<file path="src/rtl/ipml_reg_fifo_pkg.sv">
// ipml_reg_fifo_pkg
// Shared helpers for the register-based FIFO family:
//   clog2        - ceil(log2(value)), usable in parameter/port declarations
//   is_pow2      - true when value is a positive power of two
//   params_legal - legality of a DEPTH / AF_THRESH combination
package ipml_reg_fifo_pkg;

  function automatic int clog2(input int value);
    int r;
    r = 0;
    for (int i = 0; i < 31; i++) begin
      if ((1 << i) < value) r = i + 1;
    end
    return r;
  endfunction

  function automatic bit is_pow2(input int value);
    return (value > 0) && ((value & (value - 1)) == 0);
  endfunction

  function automatic bit params_legal(input int depth, input int af_thresh);
    return is_pow2(depth) && (depth >= 2) && (depth <= 64) &&
           (af_thresh >= 1) && (af_thresh <= depth);
  endfunction

endpackage

</file>
<file path="src/rtl/ipml_reg_fifo_v2_0_ptr.sv">
// ipml_reg_fifo_v2_0_ptr
// Wrapping FIFO pointer. Counts modulo 2**AW, which equals the FIFO depth.
// Ports:
//   clk  - clock, rising edge
//   rst  - synchronous active-high reset, pointer to 0
//   clr  - synchronous clear (flush), pointer to 0
//   inc  - advance pointer by one
//   ptr  - current pointer value
module ipml_reg_fifo_v2_0_ptr #(
  parameter int AW = 2
) (
  input  logic          clk,
  input  logic          rst,
  input  logic          clr,
  input  logic          inc,
  output logic [AW-1:0] ptr
);

  // Natural binary overflow gives the modulo-DEPTH wrap for free.
  always_ff @(posedge clk) begin
    if (rst || clr) begin
      ptr <= '0;
    end else if (inc) begin
      ptr <= ptr + AW'(1);
    end
  end

endmodule

</file>
<file path="src/rtl/ipml_reg_fifo_v2_0_depth_fifo.sv">
// ipml_reg_fifo_v2_0_depth_fifo
// Register-based ready/valid FIFO with first-word fall-through output,
// occupancy level, almost-full flag and synchronous flush.
// Ports:
//   clk, rst        - clock and synchronous active-high reset
//   flush           - synchronous clear of contents (storage itself kept)
//   data_in_valid   - upstream valid
//   data_in         - upstream data
//   data_in_ready   - FIFO accepts a word this cycle
//   data_out_ready  - downstream ready
//   data_out        - head-of-FIFO word
//   data_out_valid  - FIFO non-empty
//   level           - current occupancy, 0..DEPTH
//   almost_full     - level >= AF_THRESH
module ipml_reg_fifo_v2_0_depth_fifo
  import ipml_reg_fifo_pkg::*;
#(
  parameter int W         = 8,
  parameter int DEPTH     = 4,
  parameter int AF_THRESH = DEPTH - 1
) (
  input  logic                  clk,
  input  logic                  rst,
  input  logic                  flush,
  input  logic                  data_in_valid,
  input  logic [W-1:0]          data_in,
  output logic                  data_in_ready,
  input  logic                  data_out_ready,
  output logic [W-1:0]          data_out,
  output logic                  data_out_valid,
  output logic [clog2(DEPTH):0] level,
  output logic                  almost_full
);

  localparam int AW = clog2(DEPTH);
  localparam int LW = AW + 1;
  localparam logic [LW-1:0] DEPTH_L = LW'(DEPTH);
  localparam logic [LW-1:0] AF_L    = LW'(AF_THRESH);

  if (!params_legal(DEPTH, AF_THRESH)) begin : g_param_error
    $error("ipml_reg_fifo_v2_0_depth_fifo: DEPTH must be a power of two in 2..64 and AF_THRESH in 1..DEPTH");
  end

  logic [W-1:0]  mem [DEPTH];
  logic [AW-1:0] wptr;
  logic [AW-1:0] rptr;
  logic [LW-1:0] count;
  logic          write;
  logic          read;

  // Ready/valid are gated by flush and rst so no handshake can complete in
  // a cycle whose effects are about to be discarded.
  assign data_in_ready  = (count != DEPTH_L) && !flush && !rst;
  assign data_out_valid = (count != '0) && !flush && !rst;
  assign write          = data_in_valid && data_in_ready;
  assign read           = data_out_valid && data_out_ready;

  assign data_out    = mem[rptr];
  assign level       = count;
  assign almost_full = (count >= AF_L);

  ipml_reg_fifo_v2_0_ptr #(.AW(AW)) u_wptr (
    .clk (clk),
    .rst (rst),
    .clr (flush),
    .inc (write),
    .ptr (wptr)
  );

  ipml_reg_fifo_v2_0_ptr #(.AW(AW)) u_rptr (
    .clk (clk),
    .rst (rst),
    .clr (flush),
    .inc (read),
    .ptr (rptr)
  );

  // Storage is cleared only by rst; flush leaves stale words behind, which
  // are unreachable because the pointers and count restart from zero.
  always_ff @(posedge clk) begin
    if (rst) begin
      for (int i = 0; i < DEPTH; i++) begin
        mem[i] <= '0;
      end
    end else if (write) begin
      mem[wptr] <= data_in;
    end
  end

  // Simultaneous write and read leave the occupancy unchanged.
  always_ff @(posedge clk) begin
    if (rst || flush) begin
      count <= '0;
    end else if (write && !read) begin
      count <= count + LW'(1);
    end else if (read && !write) begin
      count <= count - LW'(1);
    end
  end

endmodule

</file>
<file path="config.mk">
export PLATFORM = sky130hd
export DESIGN_NAME = ipml_reg_fifo_v2_0_depth_fifo
export DESIGN_NICKNAME = d
export VERILOG_FILES = /design/src/rtl/ipml_reg_fifo_pkg.sv /design/src/rtl/ipml_reg_fifo_v2_0_ptr.sv /design/src/rtl/ipml_reg_fifo_v2_0_depth_fifo.sv
export SDC_FILE = /design/constraint.sdc
export NUM_CORES = 1
export LEC_CHECK = 0
export CAP_MARGIN = 20
export CORE_MARGIN = 4
export CORE_UTILIZATION = 24
export DETAILED_ROUTE_END_ITERATION = 7
export GPL_TIMING_DRIVEN = 0
export PLACE_DENSITY = 0.48
export SYNTH_ARGS = -nofsm -noshare
export SYNTH_HDL_FRONTEND = slang
export SYNTH_SLANG_ARGS = --single-unit
</file>
<file path="constraint.sdc">
create_clock -name clk -period 2.95 [get_ports clk]
set_clock_uncertainty 0.2 [all_clocks]
set_input_delay 0.59 -clock clk [delete_from_list [all_inputs] [get_ports clk]]
set_output_delay 0.59 -clock clk [all_outputs]
set_load 0.01 [all_outputs]
</file>
Word level (Yosys, flattened, before mapping)
Memory sizes are Yosys's and may differ from the RTL's. A register that Yosys moved wholly into a read port is not among the register bits.
Index checks and enable logic that the tools add are counted.
{"block": "word_totals", "register_bits": 7, "mem_bits_rw": 32, "input_bits": 13, "n_memories": 1}
{"block": "classes", "add_sub_neg": 4, "n_lt_le_gt_ge": 1, "eq_ne": 1, "muxes": 12, "n_reduce_logical": 16}
{"name": "mem", "depth": 4, "width": 8, "read_ports": 1, "rd_clocked_by_memory_dff": 1, "wr": 4, "line_no": "ipml_reg_fifo_v2_0_depth_fifo.sv:44", "text": "logic [W-1:0] mem [DEPTH];"}
{"cell": "logical AND 1 bit", "count": 8}
{"cell": "2-to-1 mux 8 bit", "count": 1}
{"cell": "OR reduction 8 bit", "count": 1}
{"cell": "2-to-1 mux 1 bit", "count": 6}
{"cell": "2-to-1 mux 2 bit", "count": 3}
{"cell": "2-to-1 mux 3 bit", "count": 2}
{"cell": "adder 2 x 1 -> 2 bit (second input constant)", "count": 2}
{"cell": "logical NOT 1 bit", "count": 4}
{"cell": "adder 3 x 1 -> 3 bit (second input constant)", "count": 1}
{"cell": ">= comparator 3 x 2 -> 1 bit (second input constant)", "count": 1}
{"cell": "!= test 3 bit (second input constant)", "count": 1}
{"cell": "nonzero test 3 bit", "count": 1}
{"cell": "subtractor 3 x 1 -> 3 bit (second input constant)", "count": 1}
{"cell": "nonzero test 2 bit", "count": 1}
{"cell": "logical OR 1 bit", "count": 1}

Depth between registers and ports, before layout
Gate-level depths: netlist (run 1).
{"block": "depth", "ltp_word": 9, "ltp_mapped": 9, "depth_no_buf": 8}

Modules after synthesis
From an unflattened synthesis (run 1), not the netlist that was laid out.
{"block": "unflattened", "hier_cells": 122, "hier_area_um2": 1831.8}
{"module": "ipml_reg_fifo_v2_0_depth_fifo", "instances": 1, "cells_each": 108, "area_each_um2": 1664.1, "seq_area_each_um2": 1021.0}
{"module": "ipml_reg_fifo_v2_0_ptr", "instances": 2, "cells_each": 7, "area_each_um2": 83.8, "seq_area_each_um2": 40.0}

Worst setup path before layout (run 1)
Ideal clock, no wire load.
{"block": "synth_path", "path_type": "input port to flip-flop", "from": "in flush", "to": "reg count[2] (netlist: level[2])", "arrival_ns": 2.358, "path_slack_ns": 0.322, "stages": 8, "path_cell_list": "or3b_4 > nor2_4 > ha_1 > inv_1 > fa_1 > xor2_1 > or3_1 > a21oi_1"}
{"block": "synth_via", "elab_chain_len": 7, "word_cells_on_any_way": 14, "cone_classes": "mux: 1; reduce/logical: 13"}
{"element": "start: declaration", "line_no": "ipml_reg_fifo_v2_0_depth_fifo.sv:24", "text": "input logic flush,"}
{"element": "logical NOT 1 bit *", "line_no": "ipml_reg_fifo_v2_0_depth_fifo.sv:53", "text": "assign data_in_ready = (count != DEPTH_L) && !flush && !rst;"}
{"element": "logical AND 1 bit * (2 in a row)", "line_no": "ipml_reg_fifo_v2_0_depth_fifo.sv:53"}
{"element": "logical AND 1 bit *", "line_no": "ipml_reg_fifo_v2_0_depth_fifo.sv:55", "text": "assign write = data_in_valid && data_in_ready;"}
{"element": "net u_wptr.inc", "line_no": "ipml_reg_fifo_v2_0_ptr.sv:15", "text": "input logic inc,"}
{"element": "logical NOT 1 bit", "line_no": "ipml_reg_fifo_v2_0_depth_fifo.sv:96", "text": "end else if (read && !write) begin"}
{"element": "logical AND 1 bit", "line_no": "ipml_reg_fifo_v2_0_depth_fifo.sv:96"}
{"element": "nonzero test 2 bit (no source line)"}
{"element": "end signal: assignment", "line_no": "ipml_reg_fifo_v2_0_depth_fifo.sv:95", "text": "count <= count + LW'(1);"}
{"element": "end signal: assignment", "line_no": "ipml_reg_fifo_v2_0_depth_fifo.sv:97", "text": "count <= count - LW'(1);"}
{"element": "end: declaration", "line_no": "ipml_reg_fifo_v2_0_depth_fifo.sv:47", "text": "logic [LW-1:0] count;"}
The timed path passes the listed nets; every way through them passes the cells marked *.
A chain may end at the register's enable or synchronous reset.

Worst setup path after layout (run 1)
{"block": "layout_path", "from": "in data_in_valid", "to": "reg count[2] (netlist: level[2])"}
{"block": "layout_via", "elab_chain_len": 4, "word_cells_on_any_way": 6, "cone_classes": "mux: 1; reduce/logical: 5"}
{"element": "start: declaration", "line_no": "ipml_reg_fifo_v2_0_depth_fifo.sv:25", "text": "input logic data_in_valid,"}
{"element": "logical AND 1 bit *", "line_no": "ipml_reg_fifo_v2_0_depth_fifo.sv:55"}
{"element": "net u_wptr.inc", "line_no": "ipml_reg_fifo_v2_0_ptr.sv:15"}
{"element": "logical NOT 1 bit", "line_no": "ipml_reg_fifo_v2_0_depth_fifo.sv:96"}
{"element": "logical AND 1 bit", "line_no": "ipml_reg_fifo_v2_0_depth_fifo.sv:96"}
{"element": "nonzero test 2 bit (no source line)"}
Marks and branches as above.

==> impl_metrics.csv, run 1 <==
group,metric,value,unit
setup_path,critPathKind,"input pin to flip-flop",
sta,rsz0062_at_grt,"no",
grt,grt_max_degree,14,
clock_network,cts.path.max_buffers,2,
clock_network,clk_pin_slew,0.07,ns
setup_path,crit_path_end_kind,"flip-flop",
clock_network,tritoncts,"yes",
setup_path,critPathArrivalTime,2.87,ns
final_layout,fin_util,32.07,%
final_layout,nFillCells,743,
die,die_w,96.40,um
place,hpwlAfterDp,2.665,mm
yosys,synth_edf_count,32,
flow_run,cap_viol_max_count,0,
final_layout,ff_latch_area,1141,um^2
sta,fmax,0.3517,GHz
setup_path,cp_max_fo,4,
final_layout,fin_cells,259,
route,drc,0,
sta,hold_violations,0,
place,place_ws,-0.4766,ns
yosys,syn_area,1876,um^2
yosys,synth-seq-cells,41,
clock_network,htreeDepth,2,
grt,track_usage,9.555,%
grt,grt_pass1_vias,1199,
power_and_ir_drop,powerDensity,508.0,nW/um^2
yosys,syn-mean-instance-area,15.00,um^2
route,final_antenna_net_count,0,
setup_path,cp_num_buf_inv,2,
sta,setup_tns,0,ns
route,route.detailed.wl_per_inst,15.41,um
die,die_h,96.40,um
clock_network,cts_root_buf,"clkbuf_8",
yosys,synth_flop_cell,"edfxtp_1",
sta,finalSetupViolations,0,
route,drt_iter0_drc,23,
grt,grt_pass1_wl,6.417,mm
clock_network,clock_latency,0.29,ns
worst_hold_path,hold_class,"flip-flop to flip-flop",
setup_path,crit_required,2.98,ns
yosys,yosysWarnings,0,
route,firstDrtPassIters,4,
sta,period_minus_slack,2.843,ns
setup_path,cp-start-kind,"input pin",
route,route.detailed.vias_per_inst,4.266,
sta,finalCritPeriodShare,96.38,%
setup_path,critPathTopFamily,"simple AND/OR/NAND/NOR gates",
yosys,yosys.area.top_type_share,51.23,%
place,dp_cells,250,
clock_network,clock-sinks,41,
sta,report.final.slew_viol_count,0,
place,io_buffers,26,
final_layout,layout.nets,174,
yosys,yosysSeqAreaShare,60.84,%
setup_path,cpPeakStageDelay,0.46,ns
yosys,ys_types,29,
die,die_area,9293,um^2
final_layout,area_growth_syn_to_layout,26.68,%
place,routabilityCongestion,0.6967,
grt,antenna_found_initial,0,
grt,gr-total-overflow,0,
die,ios,27,
die,start_util,25.32,%
die,placementRows,31,
power_and_ir_drop,power.leakage,0.0008280,uW
final_layout,multi_input_area,719.4,um^2
route,vias,1105,
yosys,syn_nets,140,
yosys,async_flop_share,0,%
sta,slew-limit-headroom,56.84,%
final_layout,drive_gt1_share,17.50,%
clock_network,postCtsHoldBufs,0,
route,wirelength,3.992,mm
sta,worst_slew_pin_slew,0.6426,ns
outcome,status,"finished clean",
setup_path,crit_chain,"clkdlybuf4s50_1 > or3b_4 > nor2_4 > ha_2 > inv_1 > fa_1 > xor2_1 > or3_1 > a21oi_1",
clock_network,cts_buffers,5,
yosys,yosysTopAreaCell,"edfxtp_1",
yosys,synth_area_leaders,"edfxtp_1 51%, and2_1 11%, dfxtp_1 9.6%",
power_and_ir_drop,peakVddDrop,0.1687,mV
yosys,synth_cells,125,
die,core-area,7408,um^2
sta,layout_setup_ws,0.1067,ns
final_layout,antenna_cells,0,
setup_path,cp_slowest_cell,"clkdlybuf4s50_1",
final cells by class:
cell class	instances	area share, %
inverters	1	0.1580
clock buffers	5	2.896
repair buffers	27	11.11
clock inverters	3	1.738
plain buffers	3	0.5793
well taps	99	5.213
flip-flops and latches	41	48.03
multi-input cells	80	30.28
logic make-up (layout without fill, tap and decap cells):
logic type                 count (synthesis)  after routing  synth area share (%)
and+or+nand+nor                           57             57                 21.15
DFF                                       41             41                 60.84
muxes                                     10             10                 10.67
AOI/OAI and AO/OA                          7              7                 2.802
xor gates and xnor gates                   4              4                 1.868
buffers and inverters                      4             39                0.9336
adders and majority gates                  2              2                 1.734
per-stage QoR:
stage          total power (uW)  hold WS (ns)  area [um^2]
6_report                   1207        0.3309         2376
3_3_place_gp              775.8        0.3056         2260
4_1_cts                    1223        0.3392         2374
3_5_place_dp              780.7        0.3112         2260
2_1_floorplan             720.5        0.2847         1876
5_1_grt                    1258        0.3678         2376
metal layers:
metal,global-route usage (%),share of wire (%)
met1,12.62,48
met2,15.35,46
met4,2.453,1.1
met5,0,0
met3,2.866,4.6
report_power, final:
group	internal, uW	switching [uW]
Clock	249	194
Sequential	647	10.5
Combinational	55.9	51.0
Total	951	255
worst reg2reg max path: stages (launching register included):
cell and delay (ns):
dfxtp_1 0.42, o31ai_1 0.37, or2_2 0.18, ha_2 0.18
inv_1 0.05, fa_1 0.37, xor2_1 0.17, or3_1 0.30
a21oi_1 0.14
repair_timing:
item | in CTS | in global routing
gates resized for setup | 3 | 1
pin swaps | 1 | 0
buffers inserted | 1 | 0
setup endpoints to repair | 3 | 1
synthesized netlist by cell type, types with 2 or more instances:
cell	number
edfxtp_1	32
and2_1	32
dfxtp_1	9
buf_2	2
or2_2	2
mux2i_1	2
nor2_1	8
nor4_4	2
or2_1	3
mux4_2	8
xor2_1	4
nand2_1	3
nor3_1	2
state kept, by name, summed over array words and instances (netlist names), named ones only:
register,cells
u_wptr.ptr,2
u_rptr.ptr,2
level,3
mem,32
cells in the final DEF (no fill, tap or decap), types with 2 or more instances in the layout:
cell type / instances
or2_1: 3
clkbuf_8: 5
edfxtp_1: 32
buf_2: 2
dlygate4sd2_1: 3
and2_1: 32
mux2i_1: 2
nor4_4: 2
clkdlybuf4s50_1: 23
nor3_1: 2
nor2_1: 8
nand2_1: 3
or2_2: 2
xor2_1: 4
dfxtp_1: 9
mux4_2: 8
worst paths after layout:
check	cells after the start	to	startpoint	slack, ns
hold / removal	2	u_rptr.ptr[0]	u_rptr.ptr[0]	0.33
setup / recovery	9	level[2]	data_in_valid	0.11
hold reg to reg	2	u_rptr.ptr[0]	u_rptr.ptr[0]	0.33
setup reg to reg	8	level[2]	level[1]	0.51
No activity file was read; power rests on OpenSTA's default activity.
==> inputs of run 2 (changes only) <==
CTS_CLUSTER_DIAMETER = 30   (was default)
HOLD_SLACK_MARGIN = 0.1   (was default)
==> results of run 2 <==
No change in the layout: final DEF, timing and power equal those of run 1.
